$ cat src/rtl/sixteen_segment_decoder_if.sv
// Segment read-back bus: raw pins in, decoded character out over valid/ready.
// Optional macro SEGMENT_DECIMAL_POINT_EN adds the decimal-point pin and flag.
interface sixteen_segment_decoder_if;
   logic [15:0] seg_in;
   logic [6:0]  char_out;
   logic        char_unknown;
   logic        char_valid;
   logic        char_ready;
   logic [15:0] settled_pattern;
`ifdef SEGMENT_DECIMAL_POINT_EN
   logic        dp_in;
   logic        char_dp;
`endif

`ifdef SEGMENT_DECIMAL_POINT_EN
   modport master (
      output seg_in, char_ready, dp_in,
      input  char_out, char_unknown, char_valid, settled_pattern, char_dp
   );
   modport slave (
      input  seg_in, char_ready, dp_in,
      output char_out, char_unknown, char_valid, settled_pattern, char_dp
   );
`else
   modport master (
      output seg_in, char_ready,
      input  char_out, char_unknown, char_valid, settled_pattern
   );
   modport slave (
      input  seg_in, char_ready,
      output char_out, char_unknown, char_valid, settled_pattern
   );
`endif
endinterface

$ cat src/rtl/sixteen_segment_decoder.sv
// Recovers the ASCII character shown on a 16-segment display from its pins.
// Optional macro SEGMENT_DECIMAL_POINT_EN widens the settled pattern by the dp bit.
module sixteen_segment_decoder #(
   parameter int STABLE_CYCLES = 16,
   parameter int ACTIVE_LOW    = 1
) (
   input  logic                      CLK,
   input  logic                      reset,
   sixteen_segment_decoder_if.slave  io_bus
);

`ifdef SEGMENT_DECIMAL_POINT_EN
   localparam int W = 17;
`else
   localparam int W = 16;
`endif

   localparam logic [15:0]  CNT_MAX = 16'(STABLE_CYCLES - 1);
   localparam logic [15:0]  CNT_PRE = 16'(STABLE_CYCLES - 2);
   localparam logic [W-1:0] L_RST   = (ACTIVE_LOW != 0) ? {W{1'b1}} : {W{1'b0}};

   typedef enum logic [1:0] {S_IDLE, S_LOOKUP, S_PRESENT} state_t;

   // Returns {unknown, ascii} for a logical (1 = lit) segment pattern.
   function automatic logic [7:0] decode(input logic [15:0] pat);
      logic [7:0] res;
      res = {1'b1, 7'h3F};
      case (pat)
         16'h0000: res = {1'b0, 7'h20};
         16'hFF00: res = {1'b0, 7'h30};
         16'h3000: res = {1'b0, 7'h31};
         16'hEE18: res = {1'b0, 7'h32};
         16'hF000: res = {1'b0, 7'h37};
         16'hFF18: res = {1'b0, 7'h38};
         16'h0018: res = {1'b0, 7'h2D};
         16'h3318: res = {1'b0, 7'h48};
         16'hCC42: res = {1'b0, 7'h49};
         default:  res = {1'b1, 7'h3F};
      endcase
      return res;
   endfunction

   logic [W-1:0] w_raw;
   logic [W-1:0] w_l;
   logic         w_same;
   logic         w_settle;
   logic         w_new;
   logic         w_load;
   logic [W-1:0] w_load_pat;
   logic         w_clr_pend;
   state_t       w_state_d;

   logic [W-1:0] r_sync1;
   logic [W-1:0] r_sync2;
   logic [W-1:0] r_prev;
   logic [15:0]  r_cnt;
   logic [W-1:0] r_settled;
   logic         r_pend;
   logic [W-1:0] r_pend_pat;
   logic [6:0]   r_char;
   logic         r_unk;
   state_t       r_state;

`ifdef SEGMENT_DECIMAL_POINT_EN
   logic         r_dp;
   assign w_raw          = {io_bus.dp_in, io_bus.seg_in};
   assign io_bus.char_dp = r_dp;
`else
   assign w_raw          = io_bus.seg_in;
`endif

   assign w_l      = (ACTIVE_LOW != 0) ? ~r_sync2 : r_sync2;
   assign w_same   = (w_l == r_prev);
   assign w_settle = w_same && (r_cnt == CNT_PRE);
   assign w_new    = w_settle && (w_l != r_settled);

   // Input synchroniser and stability counter
   always_ff @(posedge CLK) begin
      if (reset) begin
         r_sync1 <= '0;
         r_sync2 <= '0;
         r_prev  <= L_RST;
         r_cnt   <= '0;
      end else begin
         r_sync1 <= w_raw;
         r_sync2 <= r_sync1;
         r_prev  <= w_l;
         if (!w_same)
            r_cnt <= '0;
         else if (r_cnt != CNT_MAX)
            r_cnt <= r_cnt + 16'd1;
      end
   end

   // A fresh settle arriving on the handshake cycle wins over the stored pending one.
   always_comb begin
      w_state_d  = r_state;
      w_load     = 1'b0;
      w_load_pat = w_l;
      w_clr_pend = 1'b0;
      case (r_state)
         S_IDLE: begin
            if (w_new) begin
               w_state_d = S_LOOKUP;
               w_load    = 1'b1;
            end
         end
         S_LOOKUP: w_state_d = S_PRESENT;
         S_PRESENT: begin
            if (io_bus.char_ready) begin
               w_clr_pend = 1'b1;
               if (w_new) begin
                  w_state_d = S_LOOKUP;
                  w_load    = 1'b1;
               end else if (r_pend) begin
                  w_state_d  = S_LOOKUP;
                  w_load     = 1'b1;
                  w_load_pat = r_pend_pat;
               end else begin
                  w_state_d = S_IDLE;
               end
            end
         end
         default: w_state_d = S_IDLE;
      endcase
   end

   // Control state, settled pattern and decoded outputs
   always_ff @(posedge CLK) begin
      if (reset) begin
         r_state   <= S_IDLE;
         r_settled <= '0;
         r_pend    <= 1'b0;
         r_char    <= 7'h20;
         r_unk     <= 1'b0;
`ifdef SEGMENT_DECIMAL_POINT_EN
         r_dp      <= 1'b0;
`endif
      end else begin
         r_state <= w_state_d;
         if (w_load)
            r_settled <= w_load_pat;
         if (w_clr_pend)
            r_pend <= 1'b0;
         else if (w_new && (r_state != S_IDLE))
            r_pend <= 1'b1;
         if (r_state == S_LOOKUP) begin
            {r_unk, r_char} <= decode(r_settled[15:0]);
`ifdef SEGMENT_DECIMAL_POINT_EN
            r_dp <= r_settled[16];
`endif
         end
      end
   end

   always_ff @(posedge CLK) begin
      if (w_new && (r_state != S_IDLE))
         r_pend_pat <= w_l;
   end

   assign io_bus.char_out        = r_char;
   assign io_bus.char_unknown    = r_unk;
   assign io_bus.char_valid      = (r_state == S_PRESENT);
   assign io_bus.settled_pattern = r_settled[15:0];

endmodule

$ cat src/flat_wrapper.sv
// flat-port wrapper written by rule: the top's interface ports become plain ports
module sixteen_segment_decoder_flat 
#(
   parameter int STABLE_CYCLES = 16,
   parameter int ACTIVE_LOW    = 1
)
  (CLK, reset, io_bus_seg_in, io_bus_char_ready, io_bus_char_out, io_bus_char_unknown, io_bus_char_valid, io_bus_settled_pattern);
  sixteen_segment_decoder_if io_bus_i ();
  input  logic CLK;
  input  logic reset;
  input wire logic [$bits(io_bus_i.seg_in)-1:0] io_bus_seg_in;
  input wire logic [$bits(io_bus_i.char_ready)-1:0] io_bus_char_ready;
  output wire logic [$bits(io_bus_i.char_out)-1:0] io_bus_char_out;
  output wire logic [$bits(io_bus_i.char_unknown)-1:0] io_bus_char_unknown;
  output wire logic [$bits(io_bus_i.char_valid)-1:0] io_bus_char_valid;
  output wire logic [$bits(io_bus_i.settled_pattern)-1:0] io_bus_settled_pattern;
  assign io_bus_i.seg_in = io_bus_seg_in;
  assign io_bus_i.char_ready = io_bus_char_ready;
  assign io_bus_char_out = io_bus_i.char_out;
  assign io_bus_char_unknown = io_bus_i.char_unknown;
  assign io_bus_char_valid = io_bus_i.char_valid;
  assign io_bus_settled_pattern = io_bus_i.settled_pattern;
  sixteen_segment_decoder #(.STABLE_CYCLES(STABLE_CYCLES), .ACTIVE_LOW(ACTIVE_LOW)) u_core (.CLK(CLK), .reset(reset), .io_bus(io_bus_i));
endmodule
$ cat config.mk
export PLATFORM = sky130hd
export DESIGN_NAME = sixteen_segment_decoder_flat
export DESIGN_NICKNAME = d
export VERILOG_FILES = /design/src/rtl/sixteen_segment_decoder_if.sv /design/src/rtl/sixteen_segment_decoder.sv /design/src/flat_wrapper.sv
export SDC_FILE = /design/constraint.sdc
export NUM_CORES = 1
export LEC_CHECK = 0
export ABC_AREA = 0
export CAP_MARGIN = 15
export CORE_UTILIZATION = 60
export DETAILED_ROUTE_END_ITERATION = 10
export PLACE_DENSITY = 0.83
export SYNTH_ARGS = -nofsm -noshare
export SYNTH_HDL_FRONTEND = slang
export SYNTH_SLANG_ARGS = --single-unit
$ cat constraint.sdc
create_clock -name CLK -period 10.49 [get_ports CLK]
set_clock_uncertainty 0.1 [all_clocks]
set_input_delay 1.5735 -clock CLK [delete_from_list [all_inputs] [get_ports CLK]]
set_output_delay 1.5735 -clock CLK [all_outputs]
set_load 0.02 [all_outputs]
==> impl_metrics.csv <==
group,metric,value,unit
floorplan,initial_utilization,63.0,%
timing,setup_slack,7130,ps
timing,setup-tns-final,0,ps
critical_path,crit_required,8820,ps
yosys,synth_top_family_by_area,"simple AND/OR/NAND/NOR gates",
cts,post-cts-setup-buffers,0,
yosys,synth_area_leader_cell,"dfxtp_1",
timing,rsz0062_at_grt,"no",
route,antenna_left,0,
cts,path_clk_slew,100,ps
place,place.gp.congestion,0.822,
power_and_ir_drop,power_density,137,nW/µm²
cts,ctsResizeCount,0,
cts,clockRootBuffer,"clkbuf_8",
cts,tritoncts,"built",
place,port-buffer-count,43,
cts,clkLatencyLatePin,360,ps
timing,setup_viol,0,
critical_path,r2r_slack,7730,ps
yosys,seq_area_frac_synth,52.9,%
yosys,yosys.area_share.adder,0.576,%
route,wl,8160,µm
layout,drive_gt1_share,5.88,%
yosys,synthCells,431,
floorplan,die-area,7590,µm²
worst_hold_path,hold_end,"u_core.r_sync2[10]",
grt,use_met3,3.22,%
power_and_ir_drop,peakVddDrop,0.0954,mV
grt,grt.busiest_layer,"met2",
critical_path,path_max_fanout,5,
grt,grt_overflow_total,0,
grt,grt_pass1_wl,13500,µm
run_status,outcome,"finished, final reports clean",
floorplan,io_pins,44,
cts,cts_made_buffers,9,
route,routedWlPerCell,14.3,µm
yosys,avgSynthCellArea,10.1,µm²
yosys,yosysWarningCount,0,
yosys,muxShareOfSynthArea,0,%
place,dpl.hpwl,5430,µm
yosys,syn_nets,452,
timing,fin_crit,3360,ps
yosys,synth_area,4350,µm²
layout,design_area,5040,µm²
route,viasPerCell,5.53,
cts,htree_num_levels,3,
critical_path,end_kind,"output port",
timing,hold_viol_final,0,
yosys,yosys-top-cells-area,"dfxtp_1 42%, edfxtp_1 11%, xor2_1 8.7%, nor2b_1 5.0%, o211a_1 3.9%",
timing,tightest_slew,757,ps
yosys,ys_types,43,
route,drtIter0Drc,182,
critical_path,r2r-end,"u_core.io_bus.settled_pattern[2]",
floorplan,die_x,87.1,µm
grt,grt_use_met2,38.2,%
layout,area.growth.synth_to_final,16.0,%
floorplan,row_count,30,
yosys,synthSimpleGateAreaFrac,24.6,%
grt,use_met1,30.6,%
critical_path,cp.arrival,1680,ps
yosys,synthFlopType,"dfxtp_1",
route,dr.pass1.iters,5,
yosys,synthTopCellsByCount,"91 x dfxtp_1, 43 x xor2_1, 35 x nor2b_1, 33 x nor2_1, 31 x nand2_1",
yosys,synth_xor_area_share,9.47,%
power_and_ir_drop,leakagePower,2.05,nW
critical_path,crit_path_start_kind,"flop",
yosys,synth_edf_count,16,
floorplan,fp.coreArea,6910,µm²
grt,grt_antenna_before_repair,0,
yosys,synth_most_common_cell,"dfxtp_1",
grt,grt_use_total,23.1,%
timing,max_freq,298,MHz
route,vias,3163,
cts,clock_path_buffers,2,
worst_hold_path,min_path_type,"flop to flop",
route,drc,0,
timing,finalMaxSlewViolations,0,
grt,grt_max_degree,76,
cts,ctsHoldBuffers,0,
worst_hold_path,min-delay-start,"u_core.r_sync1[10]",
floorplan,die_h,87.1,µm
critical_path,path_class,"flop to output port",
critical_path,rr_worst_depth,6,
timing,finalCritPeriodShare,32.0,%
yosys,async_flop_share,0,%
place,place_ws,7180,ps
layout,num_antenna_cells,0,
yosys,synth_seq_cells,107,
cts,cts.sinks,107,
layout,nets,492,
flow_run,maxCapViolations,0,
yosys,synth_top_area_share,41.9,%
yosys,synth-compound-area-share,9.12,%
place,dpl_cell_area,4840,µm²
grt,first_global_vias,2875,
timing,slew_headroom,49.1,%
worst_hold_path,holdPathStages,1,
critical_path,reg2reg_from,"u_core.r_sync2[8]",
timing,timing.hold.ws,344,ps
-- power by group --
group          total [mW]  switching, mW  internal (mW)
registers           0.429        0.00650          0.423
clock network       0.233          0.143         0.0904
logic              0.0281         0.0124         0.0156
total               0.690          0.162          0.529
-- state kept, by name, summed over array words and instances (netlist names), 2 cells and up --
register and cells:
u_core.io_bus.settled_pattern 16, u_core.r_pend_pat 16, u_core.r_sync2 16, u_core.r_state 2, u_core.r_sync1 16, u_core.r_cnt 16
u_core.r_prev 16, u_core.io_bus.char_out 7
-- worst max-delay path by stage --
stage | from | slack [ps] | end
detailed placement | io_bus_char_ready | 7180 | u_core.io_bus.settled_pattern[4]
global route | u_core.r_state[1] | 7030 | io_bus_char_valid
finish | u_core.r_state[1] | 7130 | io_bus_char_valid
CTS | u_core.r_state[1] | 7100 | io_bus_char_valid
global placement | io_bus_char_ready | 7230 | u_core.io_bus.settled_pattern[14]
floorplan | u_core.r_cnt[15] | 6740 | u_core.r_pend_pat[0]
-- area by class of cell --
type,instances,area [µm²]
clock buffers,9,124
clock inverters,7,58.8
fillers,518,1860
inverters,19,71.3
multi-input cells,288,1910
flip-flops and latches,107,2300
well taps,96,120
repair buffers,46,460
-- through the flow --
stage          power [mW]  std cells  util, %
4_1_cts             0.694        571     72.8
5_1_grt             0.717        572     73.0
3_5_place_dp        0.466        555     70.1
3_3_place_gp        0.464        555     70.1
2_1_floorplan       0.454        431        -
6_report            0.690        572     73.0
-- layer usage --
layer  vias to the layer above  share of wire (%)
li1                       1549                  -
met1                      1508                 46
met2                        95                 48
met3                        11                4.7
met4                         0                1.5
met5                         -                  0
-- kinds of logic (layout without fill, tap and decap cells) --
group / after synthesis / in the layout
AO/OA/AOI/OAI: 53 / 53
adder cells (fa/ha/maj): 2 / 2
XOR/XNOR: 47 / 47
AND/OR/NAND/NOR: 186 / 186
buffers and inverters: 36 / 81
flip-flops: 107 / 107
-- critical path: stages (launching register included) --
cell             delay [ps]
dfxtp_1                 400
nor2b_1                 270
clkdlybuf4s50_1         650
-- cell usage in the layout (no fill, tap or decap), types with 2 or more instances in the layout --
cell type | Yosys | layout
inv_8 | 0 | 2
and4_1 | 5 | 5
o211a_1 | 17 | 17
clkdlybuf4s50_1 | 0 | 42
and3_1 | 4 | 4
edfxtp_1 | 16 | 16
dfxtp_1 | 91 | 91
nand2_1 | 31 | 31
xnor2_1 | 4 | 4
nor3_1 | 5 | 5
inv_4 | 0 | 2
xor2_1 | 43 | 43
nand2b_1 | 18 | 18
a211oi_1 | 4 | 4
a21oi_1 | 23 | 23
inv_1 | 19 | 19
nor2b_1 | 35 | 35
nand4_1 | 12 | 12
or4_4 | 2 | 2
ha_1 | 2 | 2
nand3_1 | 8 | 8
or4_1 | 2 | 2
nor4bb_1 | 3 | 3
clkinvlp_4 | 0 | 2
nor2_1 | 33 | 33
nor4_1 | 5 | 5
clkbuf_8 | 0 | 9
nor3b_1 | 16 | 16
buf_4 | 0 | 2
No activity file was read; power rests on OpenSTA's default activity.
